### src/rtl/ife_block_packer_pkg.sv
// rtl/ife_block_packer_pkg.sv - shared types, constants and lane padding helper for the block packer
package ife_pkg;

  localparam int IFE_LANES = 4;
  localparam int IFE_ID_W  = 8;
  localparam logic [31:0] IFE_NOP = 32'h0000_0013;

  typedef struct packed {
    logic [IFE_ID_W-1:0]             id;
    logic [IFE_LANES-1:0][31:0]      data;
  } ife_block_t;

  typedef enum logic {
    FLUSH_IDLE    = 1'b0,
    FLUSH_PENDING = 1'b1
  } flush_state_e;

  // Lanes at or above 'fill' become NOPs; lane 3 is never held in the lane register.
  function automatic logic [IFE_LANES-1:0][31:0] ife_pad_lanes(
    input logic [2:0][31:0] lanes,
    input logic [1:0]       fill
  );
    logic [IFE_LANES-1:0][31:0] data;
    data = {IFE_LANES{IFE_NOP}};
    for (int i = 0; i < 3; i++) begin
      if (2'(i) < fill) data[i] = lanes[i];
    end
    return data;
  endfunction

endpackage

### src/rtl/ife_block_packer_if.sv
// rtl/ife_block_packer_if.sv - instruction input, block output and status bundle of the packer
interface ife_block_packer_if #(
  parameter int ID_W  = 8,
  parameter int CNT_W = 3
) ();

  logic [31:0]                               instr_in;
  logic                                      instr_valid;
  logic                                      instr_ready;
  logic                                      flush;
  logic [ID_W-1:0]                           block_id_out;
  logic [ife_pkg::IFE_LANES-1:0][31:0]       block_data_out;
  logic                                      block_valid_out;
  logic                                      block_ready_in;
  logic [CNT_W-1:0]                          fifo_count;
  logic                                      flush_pending;

  modport master (
    output instr_in, instr_valid, flush, block_ready_in,
    input  instr_ready, block_id_out, block_data_out, block_valid_out,
    input  fifo_count, flush_pending
  );

  modport slave (
    input  instr_in, instr_valid, flush, block_ready_in,
    output instr_ready, block_id_out, block_data_out, block_valid_out,
    output fifo_count, flush_pending
  );

endinterface

### src/rtl/ife_block_packer_fifo.sv
// rtl/ife_block_packer_fifo.sv - synchronous FIFO of completed instruction blocks
module ife_block_fifo
  import ife_pkg::*;
#(
  parameter int DEPTH = 4,
  localparam int PTR_W = $clog2(DEPTH),
  localparam int CNT_W = PTR_W + 1
) (
  input  logic             clk,
  input  logic             rst,
  input  logic             push_i,
  input  ife_block_t       data_i,
  input  logic             pop_i,
  output ife_block_t       head_o,
  output logic             full_o,
  output logic             empty_o,
  output logic [CNT_W-1:0] count_o
);

  ife_block_t        mem_q [DEPTH];
  logic [PTR_W-1:0]  wr_ptr_q;
  logic [PTR_W-1:0]  rd_ptr_q;
  logic [CNT_W-1:0]  count_q;
  logic              do_push;
  logic              do_pop;

  assign full_o  = (count_q == CNT_W'(DEPTH));
  assign empty_o = (count_q == '0);
  assign count_o = count_q;
  assign head_o  = mem_q[rd_ptr_q];

  assign do_push = push_i && !full_o;
  assign do_pop  = pop_i && !empty_o;

  // Pointers wrap naturally because DEPTH is a power of two.
  always_ff @(posedge clk or posedge rst) begin
    if (rst) begin
      for (int i = 0; i < DEPTH; i++) mem_q[i] <= '0;
      wr_ptr_q <= '0;
      rd_ptr_q <= '0;
      count_q  <= '0;
    end else begin
      if (do_push) begin
        mem_q[wr_ptr_q] <= data_i;
        wr_ptr_q        <= wr_ptr_q + 1'b1;
      end
      if (do_pop) rd_ptr_q <= rd_ptr_q + 1'b1;
      case ({do_push, do_pop})
        2'b10:   count_q <= count_q + 1'b1;
        2'b01:   count_q <= count_q - 1'b1;
        default: count_q <= count_q;
      endcase
    end
  end

endmodule

### src/rtl/ife_block_packer.sv
// rtl/ife_block_packer.sv - packs 32-bit instructions into ID-tagged 4-lane blocks with flush padding
module ife_block_packer
  import ife_pkg::*;
#(
  parameter int DEPTH = 4,
  parameter int ID_W  = 8
) (
  input logic               clk,
  input logic               rst,
  ife_block_packer_if.slave bus
);

  localparam int CNT_W = $clog2(DEPTH) + 1;

  flush_state_e      state_q, state_d;
  logic [1:0]        lane_cnt_q, lane_cnt_d;
  logic [2:0][31:0]  lanes_q, lanes_d;
  logic [ID_W-1:0]   next_id_q, next_id_d;

  logic              instr_ready;
  logic              accept;
  logic              push;
  logic              pop;
  ife_block_t        push_blk;
  ife_block_t        head_blk;
  logic              fifo_full;
  logic              fifo_empty;
  logic [CNT_W-1:0]  fifo_count;

  always_ff @(posedge clk or posedge rst) begin
    if (rst) begin
      state_q    <= FLUSH_IDLE;
      lane_cnt_q <= '0;
      lanes_q    <= '0;
      next_id_q  <= '0;
    end else begin
      state_q    <= state_d;
      lane_cnt_q <= lane_cnt_d;
      lanes_q    <= lanes_d;
      next_id_q  <= next_id_d;
    end
  end

  // Readiness depends only on registered state so the consumer never sees a loop through us.
  assign instr_ready = (state_q == FLUSH_IDLE) && ((lane_cnt_q != 2'd3) || !fifo_full);
  assign accept      = bus.instr_valid && instr_ready;

  always_comb begin
    state_d       = state_q;
    lane_cnt_d    = lane_cnt_q;
    lanes_d       = lanes_q;
    next_id_d     = next_id_q;
    push          = 1'b0;
    push_blk.id   = IFE_ID_W'(next_id_q);
    push_blk.data = {bus.instr_in, lanes_q[2], lanes_q[1], lanes_q[0]};

    case (state_q)
      FLUSH_IDLE: begin
        if (accept) begin
          if (lane_cnt_q == 2'd3) begin
            push       = 1'b1;
            lane_cnt_d = 2'd0;
            next_id_d  = next_id_q + 1'b1;
          end else begin
            for (int i = 0; i < 3; i++) begin
              if (lane_cnt_q == 2'(i)) lanes_d[i] = bus.instr_in;
            end
            lane_cnt_d = lane_cnt_q + 2'd1;
          end
        end
        if (bus.flush) state_d = FLUSH_PENDING;
      end
      FLUSH_PENDING: begin
        if (!fifo_full) begin
          state_d = FLUSH_IDLE;
          if (lane_cnt_q != 2'd0) begin
            push          = 1'b1;
            push_blk.data = ife_pad_lanes(lanes_q, lane_cnt_q);
            lane_cnt_d    = 2'd0;
            next_id_d     = next_id_q + 1'b1;
          end
        end
      end
      default: state_d = FLUSH_IDLE;
    endcase
  end

  assign pop = !fifo_empty && bus.block_ready_in;

  ife_block_fifo #(
    .DEPTH (DEPTH)
  ) u_fifo (
    .clk     (clk),
    .rst     (rst),
    .push_i  (push),
    .data_i  (push_blk),
    .pop_i   (pop),
    .head_o  (head_blk),
    .full_o  (fifo_full),
    .empty_o (fifo_empty),
    .count_o (fifo_count)
  );

  assign bus.instr_ready     = instr_ready;
  assign bus.block_valid_out = !fifo_empty;
  assign bus.block_id_out    = ID_W'(head_blk.id);
  assign bus.block_data_out  = head_blk.data;
  assign bus.fifo_count      = fifo_count;
  assign bus.flush_pending   = (state_q == FLUSH_PENDING);

endmodule

### src/flat_wrapper.sv
// flat-port wrapper written by rule: the top's interface ports become plain ports
module ife_block_packer_flat import ife_pkg::*;
#(
  parameter int DEPTH = 4,
  parameter int ID_W  = 8
)
  (clk, rst, bus_instr_in, bus_instr_valid, bus_flush, bus_block_ready_in, bus_instr_ready, bus_block_id_out, bus_block_data_out, bus_block_valid_out, bus_fifo_count, bus_flush_pending);
  ife_block_packer_if #(.ID_W(ID_W), .CNT_W(($clog2(DEPTH) + 1))) bus_i ();
  input logic clk;
  input logic rst;
  input wire logic [$bits(bus_i.instr_in)-1:0] bus_instr_in;
  input wire logic [$bits(bus_i.instr_valid)-1:0] bus_instr_valid;
  input wire logic [$bits(bus_i.flush)-1:0] bus_flush;
  input wire logic [$bits(bus_i.block_ready_in)-1:0] bus_block_ready_in;
  output wire logic [$bits(bus_i.instr_ready)-1:0] bus_instr_ready;
  output wire logic [$bits(bus_i.block_id_out)-1:0] bus_block_id_out;
  output wire logic [$bits(bus_i.block_data_out)-1:0] bus_block_data_out;
  output wire logic [$bits(bus_i.block_valid_out)-1:0] bus_block_valid_out;
  output wire logic [$bits(bus_i.fifo_count)-1:0] bus_fifo_count;
  output wire logic [$bits(bus_i.flush_pending)-1:0] bus_flush_pending;
  assign bus_i.instr_in = bus_instr_in;
  assign bus_i.instr_valid = bus_instr_valid;
  assign bus_i.flush = bus_flush;
  assign bus_i.block_ready_in = bus_block_ready_in;
  assign bus_instr_ready = bus_i.instr_ready;
  assign bus_block_id_out = bus_i.block_id_out;
  assign bus_block_data_out = bus_i.block_data_out;
  assign bus_block_valid_out = bus_i.block_valid_out;
  assign bus_fifo_count = bus_i.fifo_count;
  assign bus_flush_pending = bus_i.flush_pending;
  ife_block_packer #(.DEPTH(DEPTH), .ID_W(ID_W)) u_core (.clk(clk), .rst(rst), .bus(bus_i));
endmodule
### config.mk
export PLATFORM = sky130hd
export DESIGN_NAME = ife_block_packer_flat
export DESIGN_NICKNAME = d
export VERILOG_FILES = /design/src/rtl/ife_block_packer_pkg.sv /design/src/rtl/ife_block_packer_if.sv /design/src/rtl/ife_block_packer_fifo.sv /design/src/rtl/ife_block_packer.sv /design/src/flat_wrapper.sv
export SDC_FILE = /design/constraint.sdc
export NUM_CORES = 1
export LEC_CHECK = 0
export BUFFER_PORTS_ARGS = -buffer_cell sky130_fd_sc_hd__buf_2
export CAP_MARGIN = 20
export CORE_UTILIZATION = 40
export DETAILED_ROUTE_END_ITERATION = 8
export PLACE_DENSITY_LB_ADDON = 0.25
export SETUP_SLACK_MARGIN = 0.2
export SLEW_MARGIN = 10
export SYNTH_ARGS = -nofsm -noshare
export SYNTH_HDL_FRONTEND = slang
export SYNTH_HIERARCHICAL = 1
export SYNTH_SLANG_ARGS = --single-unit
export TNS_END_PERCENT = 10
### constraint.sdc
create_clock -name clk -period 24.3 [get_ports clk]
set_input_delay 3.645 -clock clk [delete_from_list [all_inputs] [get_ports clk]]
set_output_delay 3.645 -clock clk [all_outputs]
set_load 0.01 [all_outputs]
Word level (Yosys, flattened, before mapping)
Index checks and enable logic that the tools add are counted.
{"block": "word_totals", "register_bits": 658, "inputBits": 37, "output_inout_bits": 142, "wordCells": 105}
{"block": "classes", "n_reduce_logical": 18, "order_cmp": 6, "add_sub_neg": 6, "muxes": 31, "n_eq_ne": 11, "bitwise": 4}
{"op": "bitwise mux 544 bit", "n": 1}
{"op": "2-to-1 mux 136 bit", "n": 3}
{"op": "2-to-1 mux 128 bit", "n": 3}
{"op": "binary-select mux 136 bit (select 2 bit)", "n": 1}
{"op": "demux 136 bit (select 2 bit)", "n": 1}
{"op": "2-to-1 mux 32 bit", "n": 3}
{"op": "2-to-1 mux 8 bit", "n": 4}
{"op": "one-hot mux 8 bit (2 select lines)", "n": 1}
{"op": "AND reduction 4 bit", "n": 4}
{"op": "adder 8 x 1 -> 8 bit, second input constant", "n": 1}
{"op": "2-to-1 mux 2 bit", "n": 4}
{"op": "!= test 2 bit, second input constant", "n": 4}
{"op": "adder 2 x 1 -> 2 bit, second input constant", "n": 3}
{"op": "== test 2 bit, second input constant", "n": 3}
{"op": ">= comparator 3 bit, second input constant", "n": 2}
{"op": "logical AND 1 bit", "n": 6}
{"op": "2-to-1 mux 1 bit", "n": 6}
{"op": "NOT 2 -> 3 bit", "n": 2}
{"op": "one-hot mux 3 bit (2 select lines)", "n": 1}
{"op": "== test 2 x 1 -> 1 bit, second input constant", "n": 2}
{"op": "less-than comparator 1 x 2 -> 1 bit, first input constant", "n": 2}
{"op": "one-hot mux 1 bit (2 select lines)", "n": 2}
{"op": "one-hot mux 2 bit (2 select lines)", "n": 1}
{"op": "nonzero test 2 bit", "n": 2}
{"op": "12 further kinds", "n": 14}

Depth between registers and ports, before layout
Gate-level depths: netlist (run 1).
{"block": "logic_depth", "word_depth": 10, "depth_mapped": 12, "mapped_depth_nobuf": 12}

Hierarchy
The synthesis (run 1) kept the hierarchy.
{"mod": "ife_block_fifo", "cells_per_inst": 1352, "instances": 1, "seq_area_each_um2": 13788.2, "area_per_inst_um2": 23814.1}
{"mod": "ife_block_packer", "cells_per_inst": 397, "instances": 1, "seq_area_each_um2": 2677.6, "area_per_inst_um2": 5281.3}

Worst setup path after synthesis (run 1)
OpenSTA, ideal clock, no wires.
{"block": "synth_path", "path_kind": "input-to-reg", "startpoint": "input bus_instr_valid", "endpoint": "register u_core.u_fifo.count_q[2] (netlist: u_core/u_fifo/count_o[2])", "stages": 10, "t_arrival_ns": 5.311, "path_buffers": 0, "path_slack_ns": 18.909, "setup_time_ns": 0.079, "t_required_ns": 24.221, "path_cell_list": "and4bb_1 -> nor2_1 -> inv_1 -> nand2b_1 -> ha_1 -> inv_1 -> fa_1 -> xor2_1 -> nor2_1 -> xor2_1"}
{"block": "synth_between", "elab_chain_cells": 6, "elab_cells_between_ends": 8, "cone_classes": "eq/ne (2); mux (3); reduce/logical (3)"}
{"element": "start, declared", "line": "flat_wrapper.sv:12", "source": "input wire logic [$bits(bus_i.instr_valid)-1:0] bus_instr_valid;"}
{"element": "logical AND 1 bit (*)", "line": "ife_block_packer.sv:46", "source": "assign accept = bus.instr_valid && instr_ready;"}
{"element": "2-to-1 mux 1 bit (*)", "line": "ife_block_packer.sv:59", "source": "if (accept) begin"}
{"element": "one-hot mux 1 bit (2 select lines) (*)", "line": "ife_block_packer.sv:57", "source": "case (state_q)"}
{"element": "named net u_core.push", "line": "ife_block_packer.sv:22", "source": "logic push;"}
{"element": "logical AND 1 bit (*)", "line": "ife_block_packer_fifo.sv:32", "source": "assign do_push = push_i && !full_o;"}
{"element": "== test 2 x 1 -> 1 bit or == test 2 bit (tied branches)", "line": "ife_block_packer_fifo.sv:48", "source": "case ({do_push, do_pop})"}
{"element": "one-hot mux 3 bit (2 select lines) or nonzero test 2 bit (tied branches)"}
{"element": "end signal, assigned", "line": "ife_block_packer_fifo.sv:49", "source": "2'b10: count_q <= count_q + 1'b1;"}
{"element": "end signal, assigned", "line": "ife_block_packer_fifo.sv:50", "source": "2'b01: count_q <= count_q - 1'b1;"}
{"element": "end signal, assigned", "line": "ife_block_packer_fifo.sv:51", "source": "default: count_q <= count_q;"}
{"element": "end, declared", "line": "ife_block_packer_fifo.sv:23", "source": "logic [CNT_W-1:0] count_q;"}
Mark *: on every way through the listed nets, which the timed path passes. The rest lies on a longest branch.
A chain may end at the register's enable or synchronous reset.

Final worst setup path (run 1)
{"block": "layout_path", "startpoint": "register u_core.u_fifo.rd_ptr_q[1]", "endpoint": "output bus_block_data_out[77]"}
{"block": "layout_between", "elab_chain_cells": 4}
{"element": "start, declared", "line": "ife_block_packer_fifo.sv:22", "source": "logic [PTR_W-1:0] rd_ptr_q;"}
{"element": "start signal, assigned", "line": "ife_block_packer_fifo.sv:47", "source": "if (do_pop) rd_ptr_q <= rd_ptr_q + 1'b1;"}
{"element": "NOT 2 -> 3 bit (not written as such)", "line": "ife_block_packer_fifo.sv:30", "source": "assign head_o = mem_q[rd_ptr_q];"}
{"element": "binary-select mux 136 bit (select 2 bit)", "line": "ife_block_packer_fifo.sv:30"}
{"element": "2-to-1 mux 136 bit (not written as such) (2 in a row)", "line": "ife_block_packer_fifo.sv:30"}
{"element": "end, declared", "line": "flat_wrapper.sv:17", "source": "output wire logic [$bits(bus_i.block_data_out)-1:0] bus_block_data_out;"}
No other way between the ends. The select of a mux whose other input is x is not followed.

==> impl_metrics.toml, run 1 <==
[status]
outcome = "completed"

[synth]
synth_edf_count = 0
synth_top_area_share_pct = 56.59
ys_types = 38
yosys_warnings = 6
ys_async_sr_fraction_pct = 100.0
syn_area_um2 = 29100
synth_common_cells = "658 x dfrtp_1, 424 x mux2_2, 160 x mux2_1"
ys_seq_elements = 658
yosysSeqAreaShare_pct = 56.59
synth.avg_cell_area_um2 = 16.64
synthTopCellsByArea = "dfrtp_1 57%, mux2_2 16%, mux4_2 11%"
syn-num-nets = 1797
yosys.area.top_type = "dfrtp_1"
yosysMostFrequentCell = "dfrtp_1"
synth_top_flop_cell = "dfrtp_1"
synthCells = 1749

[grt]
grt_max_degree = 177
grt_pass1_wl_um = 113600
busiest_layer = "met2"
grt_remaining_overflow = 0
grt_pass1_vias = 17540
track_usage_pct = 20.37
antenna_found_initial = 5
grt_use_met3_pct = 4.246
use_met1_pct = 27.66
met2_usage_pct = 32.86

[hold_path]
hold_class = "reg2reg"
whs_path_depth = 1
min_from = "u_core/u_fifo/mem_q[156]"
hold_path_end = "u_core/u_fifo/mem_q[156]"

[clocking]
clk_path_buf_depth = 3
post_cts_resized = 0
cts_buffers = 73
htreeDepth = 3
ctsHoldBuffers = 0
clock_sinks = 658
cts_root_buf = "clkbuf_16"
cts_setup_buffers = 0
cts_tree = "built"
insertion_delay_ns = 0.61
path_clk_slew_ns = 0.06

[timing]
slew_headroom_pct = 27.58
hold_ws_ns = 0.4806
period_share_pct = 32.79
setup_viol = 0
period_needed_ns = 7.967
fin_skew_ns = 0.01780
grt_setup_unrepaired = "no"
finalHoldViolations = 0
worst_pin_slew_ns = 1.086
clock.fmax_mhz = 125.5
maxSlewViolCount = 0
setup_tns_ns = 0

[power]
ir_worst_vdd_mv = 0.07068
power.leakage_nw = 14.74
p_per_area_nw_per_um2 = 150.1

[floorplan]
ioPinCount = 179
core.rowCount = 98
core_region_area_um2 = 71730
die_y_um = 271.7
dieArea_um2 = 73820
initial_core_util_pct = 40.56
die_x_um = 271.7

[placed_design]
place.gp.congestion = 0.7642
post-place-cells = 2763
hpwl_um = 45310
portBuffers = 178

[setup_path]
critPathArrivalTime_ns = 4.32
cp_cell_sequence = "buf_4, buf_4, buf_4, mux4_2, buf_2"
critPathRequiredTime_ns = 20.65
worstPathMaxFanout = 50
max_stage_delay_ns = 0.85
reg2reg_from = "u_core/lane_cnt_q[0]"
slowest_stage = "buf_4"
reg2regPathDepth = 11
r2r_slack_ns = 19.96
startpoint_type = "flop"
path_class = "reg2out"
reg2reg_to = "u_core/u_fifo/mem_q[32]"
cpMostUsedCell = "buf_4"
cp-end-kind = "output pin"
crit_family = "buffers and inverters"
worst-path-buf-inv = 4

[flow_run]
drv_cap = 0

[routing]
drt_iter0_drc = 830
vias = 15560
wl_per_cell_um = 25.15
wl_um = 72850
viasPerCell = 5.371
postRouteAntennaNets = 0
drc = 0
firstDrtPassIters = 4

[cells_and_area]
fill_cells = 6222
area_growth_syn_to_layout_pct = 13.66
nNetsFinal = 1937
layout.cells.non_filler = 2897
final_layout_size_suffix_gt1_share_pct = 49.38
## state kept, by name, indices dropped and copies added (netlist names)
name                      cells
u_core/bus.flush_pending      1
u_core/lane_cnt_q             2
u_core/lanes_q               96
u_core/next_id_q              8
u_core/u_fifo/count_o         3
u_core/u_fifo/mem_q         544
u_core/u_fifo/rd_ptr_q        2
u_core/u_fifo/wr_ptr_q        2
## stage by stage
stage | total power [mW] | area, um2 | utilization, % | worst slack [ns]
finish | 4.964 | 33070 | 46.10 | 16.33
global route | 5.266 | 33070 | 46.10 | 16.01
CTS | 5.047 | 33040 | 46.06 | 16.14
detailed placement | 3.890 | 30550 | 42.58 | 16.77
global placement | 3.815 | 30550 | 42.58 | 16.81
floorplan | 3.234 | 29100 | - | 5.249
## where the power goes
| part | switching (mW) | total [mW] | leakage, nW | internal [mW] |
|---|---|---|---|---|
| clock network | 0.437 | 1.13 | 1.22 | 0.697 |
| logic | 0.881 | 1.90 | 5.33 | 1.02 |
| registers | 0.326 | 1.93 | 8.18 | 1.60 |
| total | 1.64 | 4.96 | 14.7 | 3.32 |
## routing by layer
metal	routed length [um]	vias to the layer above
met5	9	-
met2	35150	276
met4	2064	2
met3	3282	132
met1	32340	8520
li1	-	6630
## layout make-up
class	instances	area (um2)	area share, %
clock inverters	13	200.2	0.6053
flip-flops and latches	658	16470	49.81
inverters	11	53.80	0.1627
clock buffers	119	2295	6.939
multi-input cells	940	11720	35.44
repair buffers	205	1139	3.443
diodes	1	2.502	0.007567
well taps	950	1189	3.594
## kinds of logic after synthesis
family          Yosys count  share of synthesized area, %
simple gates            125                         2.855
fa+ha+maj                11                        0.4988
compound gates           10                        0.2537
buf+inv                 151                         3.148
xor+xnor                 13                        0.3913
mux                     781                         36.26
flops                   658                         56.59
## worst register-to-register path, stage by stage, from the launching register on
cell and delay (ns):
dfrtp_1 0.44, inv_1 0.10, ha_1 0.24, nor3b_4 0.18, buf_4 0.60, nor2_1 0.24, inv_1 0.19, nand2_1 0.12
nor2_4 0.09, buf_4 0.65, buf_4 0.91, mux2_2 0.46
## how the worst max path moves through the flow
stage | startpoint | endpoint | depth (start not counted)
floorplan | rst | u_core/u_fifo/count_o[0] | 1
global placement | u_core/u_fifo/rd_ptr_q[1] | bus_block_data_out[77] | 5
detailed placement | u_core/u_fifo/rd_ptr_q[1] | bus_block_data_out[77] | 5
CTS | u_core/u_fifo/rd_ptr_q[1] | bus_block_data_out[77] | 5
global route | u_core/u_fifo/rd_ptr_q[1] | bus_block_data_out[77] | 5
finish | u_core/u_fifo/rd_ptr_q[1] | bus_block_data_out[77] | 5
## layout by cell type, fill, tap and decap left out, types with 2 or more instances in the layout
cell	count
mux2_4	60
clkinv_2	5
dfrtp_1	656
buf_12	2
nor2_4	4
inv_1	9
nand2_1	6
inv_6	3
buf_4	24
ha_1	10
or2_2	9
bufinv_16	5
mux2_2	424
xor2_1	3
nor3b_4	2
clkbuf_16	77
dfrtp_4	2
and2_2	3
nor2_1	2
buf_2	178
xnor2_1	10
clkbuf_8	21
o2111ai_1	2
clkbuf_1	21
a21oi_1	2
nor2b_1	89
and4_1	3
o211ai_1	3
mux2_1	160
mux4_2	136
Note: power is estimated with default switching activity, not from simulation.
==> run 2: changes to the inputs <==
clock period = 8.2 ns   (was 24.3 ns; I/O delays follow)
==> run 2 against run 1 <==
  * Total power rose to 2.9 times the previous value
  * Sequential power grew to 3.0 times the previous value
  * Critical path depth fell by 2
  * Non-clock buffer count fell by 4
  * Sequential cell count is the same
  * Highest routed layer is now met4
==> impl_metrics.toml, run 2 (synthesis gave the netlist of run 1 again) <==
[power]
power.leakage_nw = 14.65
power.total_mw = 14.47
p_per_area_nw_per_um2 = 439.9
ir_worst_vdd_mv = 0.1963

[cells_and_area]
top_register = "u_core/u_fifo/mem_q"
area_growth_syn_to_layout_pct = 13.10
final_common_cell = "dfrtp_1"
nNetsFinal = 1931
largest_reg_flops = 544
top_regs = "u_core/u_fifo/mem_q x544, u_core/lanes_q x96, u_core/next_id_q x8"
fill_cells = 6209
finish.utilization_pct = 45.87
final_layout_size_suffix_gt1_share_pct = 49.35
layout.cells.non_filler = 2882
final_cell_mix = "656 x dfrtp_1, 424 x mux2_2, 178 x buf_2, 160 x mux2_1, 136 x mux4_2"

[clocking]
path_clk_slew_ns = 0.06
cts_root_buf = "clkbuf_16"
cts_buffers = 71
clk_path_buf_depth = 3
htreeDepth = 3
post_cts_resized = 0
clock_sinks = 658
cts_tree = "built"
insertion_delay_ns = 0.60
cts_setup_buffers = 0
ctsHoldBuffers = 0

[timing]
grt_setup_unrepaired = "no"
period_share_pct = 57.90
period_needed_ns = 4.748
maxSlewViolCount = 0
slew_headroom_pct = 23.25
setup_viol = 0
worst_pin_slew_ns = 1.151
finalHoldViolations = 0
clock.fmax_mhz = 210.6
fin_skew_ns = 0.01786

[routing]
wl_per_cell_um = 24.44
drt_iter0_drc = 954
vias = 15450
drc = 0
firstDrtPassIters = 4
postRouteAntennaNets = 0
wl_um = 70450
viasPerCell = 5.361

[placed_design]
place.gp.congestion = 0.7251
post-place-cells = 2757
portBuffers = 178
hpwl_um = 42030

[setup_path]
cp-end-kind = "output pin"
r2r_slack_ns = 4.20
reg2reg_from = "u_core/lane_cnt_q[0]"
startpoint_type = "flop"
max_stage_delay_ns = 1.03
critPathArrivalTime_ns = 3.52
slowest_stage = "dfrtp_4"
cp_cell_sequence = "buf_4, mux4_2, buf_2"
worstPathMaxFanout = 59
cp-startpoint = "u_core/u_fifo/rd_ptr_q[0]"
path_class = "reg2out"
critPathRequiredTime_ns = 6.97

[grt]
grt_remaining_overflow = 0
grt_pass1_wl_um = 109500
antenna_found_initial = 0
grt_pass1_vias = 17320
track_usage_pct = 19.59
grt_max_degree = 193

[floorplan]
die_x_um = 271.7
ioPinCount = 179
core.rowCount = 98
die_y_um = 271.7
initial_core_util_pct = 40.56
core_region_area_um2 = 71730
dieArea_um2 = 73820

[status]
outcome = "completed"

[hold_path]
min_from = "u_core/u_fifo/mem_q[190]"
hold_class = "reg2reg"

[flow_run]
drv_cap = 0
run 2: changes by cell type in the layout (fill, tap and decap cells not counted), moves of 2 or more:
cell and delta:
bufinv_16 -4, clkbuf_8 -3, buf_4 -9, clkbuf_16 -2
clkinv_2 +4, buf_16 +2, clkbuf_1 -7, buf_12 +3
run 2: layout make-up:
cell class	instances	area [um2]	area share, %
clock buffers	107	2177	6.616
flip-flops and latches	658	16470	50.06
diodes	1	2.502	0.007605
clock inverters	14	110.1	0.3346
well taps	950	1189	3.612
multi-input cells	940	11720	35.61
repair buffers	201	1186	3.605
inverters	11	50.05	0.1521
run 2: critical path: cells and delay by family, from the launching register on:
| family | cells | cell delay, ns |
|---|---|---|
| DFF | 1 | 1.03 |
| muxes | 1 | 0.69 |
| buffers and inverters | 2 | 1.16 |
run 2: final timing paths:
check                                           endpoint  depth (start not counted)
worst max-delay path               bus_block_data_out[2]                          3
worst min-delay path            u_core/u_fifo/mem_q[190]                          1
worst max register to register  u_core/u_fifo/mem_q[219]                         11
worst min register to register  u_core/u_fifo/mem_q[190]                          1
max in group asynchronous       u_core/u_fifo/mem_q[481]                          5
min in group asynchronous       u_core/u_fifo/mem_q[190]                          2
run 2: metrics by stage:
step	hold WS, ns	TNS, ns	instance area [um2]	setup WS [ns]
finish	0.4790	0	32910	3.452
global route	0.4904	0	32900	3.284
CTS	0.4830	0	32820	3.342
detailed placement	0.4701	0	30530	4.022
global placement	0.4621	0	30530	4.021
floorplan	0.4524	-290.84	29100	-0.5278
run 2: routing by layer:
metal	part of all wire (%)	global-route usage, %	up-vias
met5	0	0	-
met4	2.3	5.618	0
met3	4.0	3.299	89
met2	49	31.99	275
met1	45	26.90	8491
li1	-	-	6594
run 2: power breakdown:
group	leakage [nW]	total, mW	switching (mW)	internal [mW]
combinational	5.33	5.63	2.60	3.03
sequential	8.18	5.71	0.957	4.75
clock	1.14	3.13	1.27	1.86
